### src/rtl/round_sequencer.sv
// round_sequencer: match/round controller for the two-player bomb game.
// Walks IDLE -> countdown -> play -> intermission -> match end and keeps the per-player scores.
module round_sequencer #(
   parameter int TICK_CYCLES     = 100_000_000,
   parameter int COUNTDOWN_TICKS = 3,
   parameter int ROUND_END_TICKS = 2,
   parameter int WIN_TARGET      = 4
) (
   input  logic       clk,
   input  logic       rst,
   input  logic       start,
   input  logic       abort,
   input  logic       a_win,
   input  logic       b_win,
   output logic       play_en,
   output logic       round_rst,
   output logic [3:0] countdown,
   output logic [3:0] num_a_win,
   output logic [3:0] num_b_win,
   output logic       match_over,
   output logic       match_winner,
   output logic [2:0] state
);
   localparam int CW = TICK_CYCLES > 1 ? $clog2(TICK_CYCLES) : 1;
   localparam int RW = ROUND_END_TICKS > 1 ? $clog2(ROUND_END_TICKS) : 1;

   typedef enum logic [2:0] {
      IDLE      = 3'd0,
      COUNTDOWN = 3'd1,
      PLAY      = 3'd2,
      ROUND_END = 3'd3,
      MATCH_END = 3'd4
   } state_t;

   state_t st;
   logic [CW-1:0] tickCnt;
   logic [RW-1:0] endTicks;
   logic tick;
   logic [3:0] nextA, nextB;

   assign state = st;
   assign tick  = tickCnt == CW'(TICK_CYCLES - 1);
   assign nextA = num_a_win + 4'd1;
   assign nextB = num_b_win + 4'd1;

   always_ff @(posedge clk or negedge rst) begin
      if (!rst) begin
         st           <= IDLE;
         tickCnt      <= '0;
         endTicks     <= '0;
         countdown    <= '0;
         num_a_win    <= '0;
         num_b_win    <= '0;
         play_en      <= 1'b0;
         round_rst    <= 1'b1;
         match_over   <= 1'b0;
         match_winner <= 1'b0;
      end else if (abort) begin
         st         <= IDLE;
         tickCnt    <= '0;
         endTicks   <= '0;
         countdown  <= '0;
         num_a_win  <= '0;
         num_b_win  <= '0;
         play_en    <= 1'b0;
         round_rst  <= 1'b1;
         match_over <= 1'b0;
      end else begin
         case (st)
            IDLE, MATCH_END: if (start) begin
               st         <= COUNTDOWN;
               tickCnt    <= '0;
               countdown  <= 4'(COUNTDOWN_TICKS);
               num_a_win  <= '0;
               num_b_win  <= '0;
               match_over <= 1'b0;
            end
            COUNTDOWN: begin
               tickCnt <= tick ? '0 : tickCnt + 1'b1;
               if (tick) begin
                  countdown <= countdown - 4'd1;
                  if (countdown == 4'd1) begin
                     st        <= PLAY;
                     tickCnt   <= '0;
                     play_en   <= 1'b1;
                     round_rst <= 1'b0;
                  end
               end
            end
            PLAY: if (a_win || b_win) begin
               // A tie counts for nobody; a single winner may close out the match.
               play_en   <= 1'b0;
               round_rst <= 1'b1;
               tickCnt   <= '0;
               endTicks  <= '0;
               st        <= ROUND_END;
               if (a_win && !b_win) begin
                  num_a_win <= nextA;
                  if (nextA == 4'(WIN_TARGET)) begin
                     st           <= MATCH_END;
                     match_over   <= 1'b1;
                     match_winner <= 1'b0;
                  end
               end else if (b_win && !a_win) begin
                  num_b_win <= nextB;
                  if (nextB == 4'(WIN_TARGET)) begin
                     st           <= MATCH_END;
                     match_over   <= 1'b1;
                     match_winner <= 1'b1;
                  end
               end
            end
            ROUND_END: begin
               tickCnt <= tick ? '0 : tickCnt + 1'b1;
               if (tick) begin
                  endTicks <= endTicks + 1'b1;
                  if (endTicks == RW'(ROUND_END_TICKS - 1)) begin
                     st        <= COUNTDOWN;
                     tickCnt   <= '0;
                     endTicks  <= '0;
                     countdown <= 4'(COUNTDOWN_TICKS);
                  end
               end
            end
            default: st <= IDLE;
         endcase
      end
   end
endmodule
### config.mk
export PLATFORM = sky130hd
export DESIGN_NAME = round_sequencer
export DESIGN_NICKNAME = d
export VERILOG_FILES = /design/src/rtl/round_sequencer.sv
export SDC_FILE = /design/constraint.sdc
export NUM_CORES = 1
export LEC_CHECK = 0
export ABC_CLOCK_PERIOD_IN_PS = 3500
export CAP_MARGIN = 10
export CELL_PAD_IN_SITES_DETAIL_PLACEMENT = 1
export CELL_PAD_IN_SITES_GLOBAL_PLACEMENT = 1
export CORE_ASPECT_RATIO = 0.7
export CORE_MARGIN = 2
export CORE_UTILIZATION = 49
export DETAILED_ROUTE_END_ITERATION = 8
export PLACE_DENSITY = 0.91
export SETUP_SLACK_MARGIN = 0.4
export SLEW_MARGIN = 20
export SYNTH_ARGS = -nofsm -noshare
export SYNTH_HDL_FRONTEND = slang
export SYNTH_SLANG_ARGS = --single-unit
export TNS_END_PERCENT = 20
### constraint.sdc
create_clock -name clk -period 3.5 [get_ports clk]
set_clock_uncertainty 0.15 [all_clocks]
set_input_delay 0.525 -clock clk [delete_from_list [all_inputs] [get_ports clk]]
set_output_delay 0.525 -clock clk [all_outputs]
set_load 0.02 [all_outputs]
# After elaboration in Yosys (flattened, before gate mapping)
# Index checks and enable logic that the tools add are counted.
# word_totals
regBits	47
input_bits	6
out_inout_bits	19
elab_cells	121
# op_classes
add_sub_neg	5
eq_ne	21
muxes	61
n_bitwise	1
reduce_logical	23
# op_table
cell	n
2-to-1 mux 27 bit	8
case mux 27 bit (4 select lines)	1
2-to-1 mux 4 bit	13
2-to-1 mux 3 bit	11
adder 27 x 1 -> 27 bit, second input constant	1
== test 27 bit, second input constant	1
inequality test 3 bit, second input constant	9
2-to-1 mux 1 bit	20
AND reduction 6 bit	3
case mux 4 bit (2 select lines)	2
inequality test 4 bit, second input constant	3
case mux 3 bit (4 select lines)	1
case mux 4 bit (3 select lines)	1
AND reduction 5 bit	2
nonzero test 3 bit	3
adder 4 x 1 -> 4 bit, second input constant	2
== test 4 x 3 -> 1 bit, second input constant	2
case mux 1 bit (2 select lines)	4
AND reduction 4 bit	2
== test 3 x 2 -> 1 bit, second input constant	2
AND reduction 3 bit	2
nonzero test 5 bit	1
== test 4 x 1 -> 1 bit, second input constant	1
nonzero test 2 bit	2
other kinds (12)	14

# Depth between registers and ports, before layout
# Gate-level depths: netlist of run 1.
# logic_depth
depth_word	8
mapped_depth	9
depth_no_buf	7

# Least setup slack after synthesis of run 1
# Ideal clock, no wire load.
# synth_timing
path_type	input port to flip-flop
start	in a_win
end	reg tickCnt[24]
setup_ps	119
arrival_ps	1966
required_time_ps	3231
path_slack_ps	1264
path_stages	8
n_path_buf	1
cell_sequence	inv_1 > ha_1 > nor2b_1 > o21bai_1 > buf_2 > a2111oi_0 > xnor2_1 > nor2_2
# synth_via
elab_chain_cells	3
# synth_lines
element	line_no	source
from (decl)	13	input logic a_win,
logical OR 1 bit	90	PLAY: if (a_win || b_win) begin
inequality test 3 bit (no line)	n/a	
AND reduction 3 bit (no line)	n/a	
to (signal assigned)	79	tickCnt <= tick ? '0 : tickCnt + 1'b1;
to (signal assigned)	114	tickCnt <= tick ? '0 : tickCnt + 1'b1;
to (decl)	36	logic [CW-1:0] tickCnt;
# No other way between the ends.
# A chain may end at the register's enable or synchronous reset.

# Final worst setup path of run 1
# layout_timing
start	in a_win
end	reg tickCnt[13]
# Same word-level chain as after synthesis.

==> flow_metrics.tcl, run 1 <==
set metrics [dict create \
    diodes 0 \
    via_per_inst 6.233 \
    ant_nets 0 \
    wl_per_cell_um 20.36 \
    h-tree-depth 2 \
    synth-seq-area-share_pct 39.14 \
    cts_root_buf "clkbuf_8" \
    grt_max_degree 26 \
    antenna_found_initial 0 \
    max-cap-violations 0 \
    max-slew-margin-rel_pct 50.56 \
    post-place-cells 396 \
    yosysWarnings 0 \
    synthArstFlopShare_pct 100.0 \
    min_period_over_period_pct 82.60 \
    die_x_um 97.65 \
    fp-row-count 23 \
    coreArea_mm2 0.005813 \
    tightestPinTransition_ps 739.8 \
    cts_setup_buffers 0 \
    synth_fa_ha_area_share_pct 3.744 \
    drtIter0Drc 118 \
    synthCells 310 \
    final_cell_area_mm2 0.003383 \
    fin_util_pct 58.20 \
    io_buffers 24 \
    ys_seq_elements 47 \
    critPathLaunchType "input pin" \
    ctsHoldBuffers 0 \
    synth_compound_area_share_pct 21.30 \
    synth_fp_nets 325 \
    cts_tree "done" \
    die_area_mm2 0.006791 \
    dp_hpwl_mm 6.035 \
    min_path_type "in -> async" \
    power.density_mw_per_mm2 316.4 \
    cp.arrival_ps 2930 \
    syn_avg_cell_area_um2 9.703 \
    status "completed" \
    min_period_ps 2891 \
    rsz0062_at_grt "false" \
    cts_resized 0 \
    reg2reg_depth 7 \
    synth_top_family_by_area "simple AND/OR/NAND/NOR gates" \
    layout_commonest_cell "dfrtp_1" \
    required_ps 3540 \
    slew_viol_final 0 \
    clk_path_buf_depth 2 \
    synth_cell_types 53 \
    p_leak_nw 1.265 \
    die_h_um 69.55 \
    grt_overflow_total 0 \
    initial_core_util_pct 51.74 \
    cts_made_buffers 5 \
    grt_use_met2_pct 38.85 \
    grt_util_met3_pct 5.746 \
    synth_xor_xnor_area_share_pct 6.697 \
    ioPinCount 25 \
    insertion_delay_ps 300 \
    ir_worst_vdd_mv 0.2529 \
    grt_first_pass_wirelength_mm 13.97 \
    finalSetupViolCount 0 \
    mostFrequentLayoutCells "dfrtp_1 (46), nand2_1 (25), xnor2_1 (23), clkdlybuf4s50_1 (23), nor2_2 (20)" \
    cts.sinks 47 \
    muxShareOfSynthArea_pct 1.123 \
    finalHoldViolCount 0 \
    path_clk_slew_ps 90 \
    gr-usage-met1_pct 37.45 \
    syn_area_mm2 0.003008 \
    route.detailed.drc 0 \
    busiest_layer "met2" \
    synth_edf_count 0 \
    grt_use_total_pct 25.71 \
    first_pass_iters 4 \
    fin_nets 343 \
    cp-end-kind "flop" \
    grt_pass1_vias 2656 \
    gp_congestion 0.8140 \
    synthSimpleGateAreaFrac_pct 23.29 \
    vias 2512 \
    layout-drive-gt1-share_pct 16.46 \
    synth_ff_type "dfrtp_1" \
    total_power_mw 1.070 \
    placed_area_mm2 0.003294 \
    area_delta_synth_final_pct 12.48 \
    fin_cells 403 \
    fmax_mhz 345.9 \
    path_max_fanout 14 \
    crit_type "in -> reg" \
    wl_mm 8.207 \
    setup-tns-final_ps 0 \
]
## area by class of cell
class	instances	area, um2
Fill cell	673	2430
Multi-Input combinational cell	235	1698
Sequential cell	47	1177
Timing Repair Buffer	30	292.8
Tap cell	75	93.84
Clock buffer	6	82.58
Inverter	9	33.78
Clock inverter	1	5.005
## cell usage after synthesis, drive strengths merged, types with 2 or more instances
master / count / share of area [%]
dfrtp: 46 / 38
nor2: 38 / 6.4
nand2: 25 / 3.1
xnor2: 23 / 6.7
o21ai: 19 / 3.2
a21oi: 14 / 2.7
a2111oi: 13 / 7.3
nand3: 12 / 2.0
buf: 10 / 2.5
nand4: 10 / 2.3
clkbuf: 9 / 1.1
ha: 9 / 3.7
inv: 9 / 1.1
a211oi: 8 / 2.0
nand2b: 7 / 1.5
and3: 6 / 1.2
o31ai: 6 / 1.5
and2: 5 / 1.0
and4: 3 / 0.87
mux2: 3 / 1.1
nor2b: 3 / 0.62
nor3: 3 / 0.50
nor4b: 3 / 1.3
a32o: 2 / 0.67
a32oi: 2 / 0.58
o41ai: 2 / 0.58
or3: 2 / 0.42
## power breakdown
part / internal (mW) / leakage (nW) / total (mW) / switching [mW]
Clock: 0.155 / 0.0470 / 0.341 / 0.186
Combinational: 0.0552 / 0.570 / 0.166 / 0.110
Sequential: 0.550 / 0.647 / 0.563 / 0.0129
## layer usage
layer,routed length [um],vias up
met3,404,12
met4,108,0
met1,4022,1283
li1,-,1161
met2,3672,56
met5,0,-
## cells by family (layout without fill, tap and decap cells)
family                     Yosys count  in the layout
AOI/OAI and AO/OA                   76             76
xor gates and xnor gates            23             23
adders and majority gates            9              9
buffers and inverters               28             46
DFF                                 47             47
muxes                                3              3
and+or+nand+nor                    124            124
## stage by stage
stage          hold slack, ps  setup slack [ps]
2_1_floorplan           79.41              1264
3_3_place_gp            334.4             496.5
3_5_place_dp            346.4             302.5
4_1_cts                 70.25             560.1
5_1_grt                 70.51             422.0
6_report                49.91             608.9
## path summary, 6_finish.rpt
check	from	endpoint	slack [ps]
min reg2reg	match_over	match_over	370
min in group clk	match_over	match_over	370
max reg2reg	tickCnt[0]	tickCnt[21]	820
max in group asynchronous	rst	round_rst	2350
min	rst	num_b_win[0]	50
max	a_win	tickCnt[13]	610
## sequential cells by signal (all words and copies together), names as in the netlist, 3 cells and up
register	flops
num_b_win	4
num_a_win	4
countdown	4
tickCnt	27
state	3
## worst max-delay path: stages
cell and delay, ps:
clkdlybuf4s50_1 490, inv_1 70, ha_1 250, nor2b_1 200
o21bai_2 240, buf_4 290, a2111oi_1 590, xnor2_1 220
nor2_2 40
(Power assumes the default switching activity.)
==> run 2, diff against run 1 <==
--- a/config.mk
+++ b/config.mk
@@ -5,15 +5,15 @@
 export SDC_FILE = /design/constraint.sdc
 export NUM_CORES = 1
 export LEC_CHECK = 0
-export ABC_CLOCK_PERIOD_IN_PS = 3500
+export ABC_CLOCK_PERIOD_IN_PS = 2900
 export CAP_MARGIN = 10
 export CELL_PAD_IN_SITES_DETAIL_PLACEMENT = 1
 export CELL_PAD_IN_SITES_GLOBAL_PLACEMENT = 1
 export CORE_ASPECT_RATIO = 0.7
 export CORE_MARGIN = 2
-export CORE_UTILIZATION = 49
+export CORE_UTILIZATION = 45
 export DETAILED_ROUTE_END_ITERATION = 8
-export PLACE_DENSITY = 0.91
+export PLACE_DENSITY = 0.85
 export SETUP_SLACK_MARGIN = 0.4
 export SLEW_MARGIN = 20
 export SYNTH_ARGS = -nofsm -noshare
==> constraint.sdc (replaced) <==
create_clock -name clk -period 2.9 [get_ports clk]
set_clock_uncertainty 0.15 [all_clocks]
set_input_delay 0.435 -clock clk [delete_from_list [all_inputs] [get_ports clk]]
set_output_delay 0.435 -clock clk [all_outputs]
set_load 0.02 [all_outputs]
==> run 2 against run 1 <==
Net effect: sequential power is 21% higher; worst hold slack worse by 50 ps; design area is 4.6% higher; critical endpoint is now tickCnt[11]; via count is 4.1% higher; sequential share of layout area is 1.5 points lower; critical path depth is 1 lower; utilization is 2.4 points lower; combinational power is 32% higher; count of clock-buffer cells in the layout stayed put; die area is 8.4% higher; flip-flop and latch count stayed put; first-iteration DRC count is 120% higher.
==> flow_metrics.tcl, run 2 (synthesized netlist as in run 1, its figures left out) <==
set metrics [dict create \
    setup-tns-final_ps 0 \
    grt_use_total_pct 25.49 \
    wl_mm 8.999 \
    antenna_found_initial 0 \
    power.density_mw_per_mm2 369.4 \
    min_period_ps 2451 \
    ant_nets 0 \
    post-place-cells 423 \
    tightestPinTransition_ps 683.9 \
    layout-drive-gt1-share_pct 20.35 \
    coreArea_mm2 0.006336 \
    reg2reg_depth 7 \
    via_per_inst 6.084 \
    status "completed" \
    cp.arrival_ps 2490 \
    fin_cells 430 \
    io_buffers 24 \
    r2r_end "tickCnt[21]" \
    max-slew-margin-rel_pct 54.41 \
    clk_path_buf_depth 2 \
    min_path_type "in -> async" \
    initial_core_util_pct 47.47 \
    required_ps 2940 \
    finalWorstSetupSlack_ps 449.5 \
    area_delta_synth_final_pct 17.64 \
    fin_nets 354 \
    crit_type "in -> reg" \
    grt_max_degree 30 \
    grt_first_pass_wirelength_mm 14.23 \
    vias 2616 \
    layout_commonest_cell "dfrtp_1" \
    insertion_delay_ps 310 \
    route.detailed.drc 0 \
    wl_per_cell_um 20.93 \
    die_h_um 72.41 \
    ioPinCount 25 \
    cts.sinks 47 \
    grt_overflow_total 0 \
    total_power_mw 1.307 \
    path_clk_slew_ps 90 \
    drtIter0Drc 256 \
    worst_r2r_startpoint "tickCnt[0]" \
    max_flop_register "tickCnt" \
    finalHoldWorstSlack_ps 0.02531 \
    fin_util_pct 55.85 \
    largest_register_ffs 27 \
    fp-row-count 24 \
    placed_area_mm2 0.003397 \
    min_period_over_period_pct 84.50 \
    first_pass_iters 4 \
    ir_worst_vdd_mv 0.1809 \
    die_area_mm2 0.007365 \
    rsz0062_at_grt "true" \
    cts_tree "done" \
    final_cell_area_mm2 0.003538 \
    dp_hpwl_mm 6.330 \
    finalSetupViolCount 0 \
    critPathLaunchType "input pin" \
    fmax_mhz 408.1 \
    grt_pass1_vias 2664 \
    slew_viol_final 0 \
    ctsHoldBuffers 0 \
    cts_root_buf "clkbuf_8" \
    die_x_um 101.7 \
    rrSetupSlack_ps 460 \
    preCtsSetupSlack_ps 57.47 \
    cp-end-kind "flop" \
    cts_setup_buffers 0 \
    gp_congestion 0.8177 \
    diodes 0 \
    max-cap-violations 0 \
    cts_made_buffers 5 \
    p_leak_nw 1.320 \
    finalHoldViolCount 0 \
    h-tree-depth 2 \
    mostFrequentLayoutCells "dfrtp_1 (46), nand2_1 (25), xnor2_1 (23), clkdlybuf4s50_1 (23), nor2_2 (20)" \
    path_max_fanout 12 \
]
## run 2: how the worst max path moves through the flow
| stage | from | end | slack (ps) | depth (start not counted) |
|---|---|---|---|---|
| floorplan | tickCnt[0] | tickCnt[24] | 740 | 8 |
| global placement | a_win | tickCnt[23] | 140 | 9 |
| detailed placement | a_win | tickCnt[14] | 60 | 8 |
| CTS | a_win | tickCnt[23] | 380 | 9 |
| global route | a_win | tickCnt[11] | 360 | 8 |
| finish | a_win | tickCnt[11] | 450 | 8 |
## run 2: timing repair
item | 4_1_cts | 5_1_grt
endpoints found under the setup margin | 22 | 24
resized for setup | 2 | 6
gates cloned | 0 | 0
pin swaps | 0 | 1
## run 2: report_power, final
part	switching [mW]	internal [mW]	leakage [nW]	total [mW]
Clock	0.222	0.187	0.0470	0.409
Combinational	0.141	0.0776	0.626	0.219
Sequential	0.0150	0.664	0.647	0.679
## run 2: layout make-up
class / instances / area (um2)
multi-input combinational: 235 / 1750
tap: 91 / 113.9
sequential: 47 / 1177
timing repair buffer: 41 / 375.4
clock buffer: 6 / 82.58
inverter: 9 / 33.78
clock inverter: 1 / 5.005
fill: 720 / 2798
## run 2: per-layer routing
metal / vias up / wire length [um] / global-route usage (%)
li1: 1184 / - / -
met1: 1343 / 4207 / 39.03
met2: 78 / 4235 / 37.57
met3: 11 / 438 / 3.854
met4: 0 / 118 / 6.456
met5: - / 0 / 0
## run 2: worst max-delay path: stages
cell,delay (ps)
clkdlybuf4s50_1,480
inv_1,60
ha_1,250
nor2b_2,200
o21bai_4,150
a2111oi_0,610
xnor2_1,250
nor2_2,50
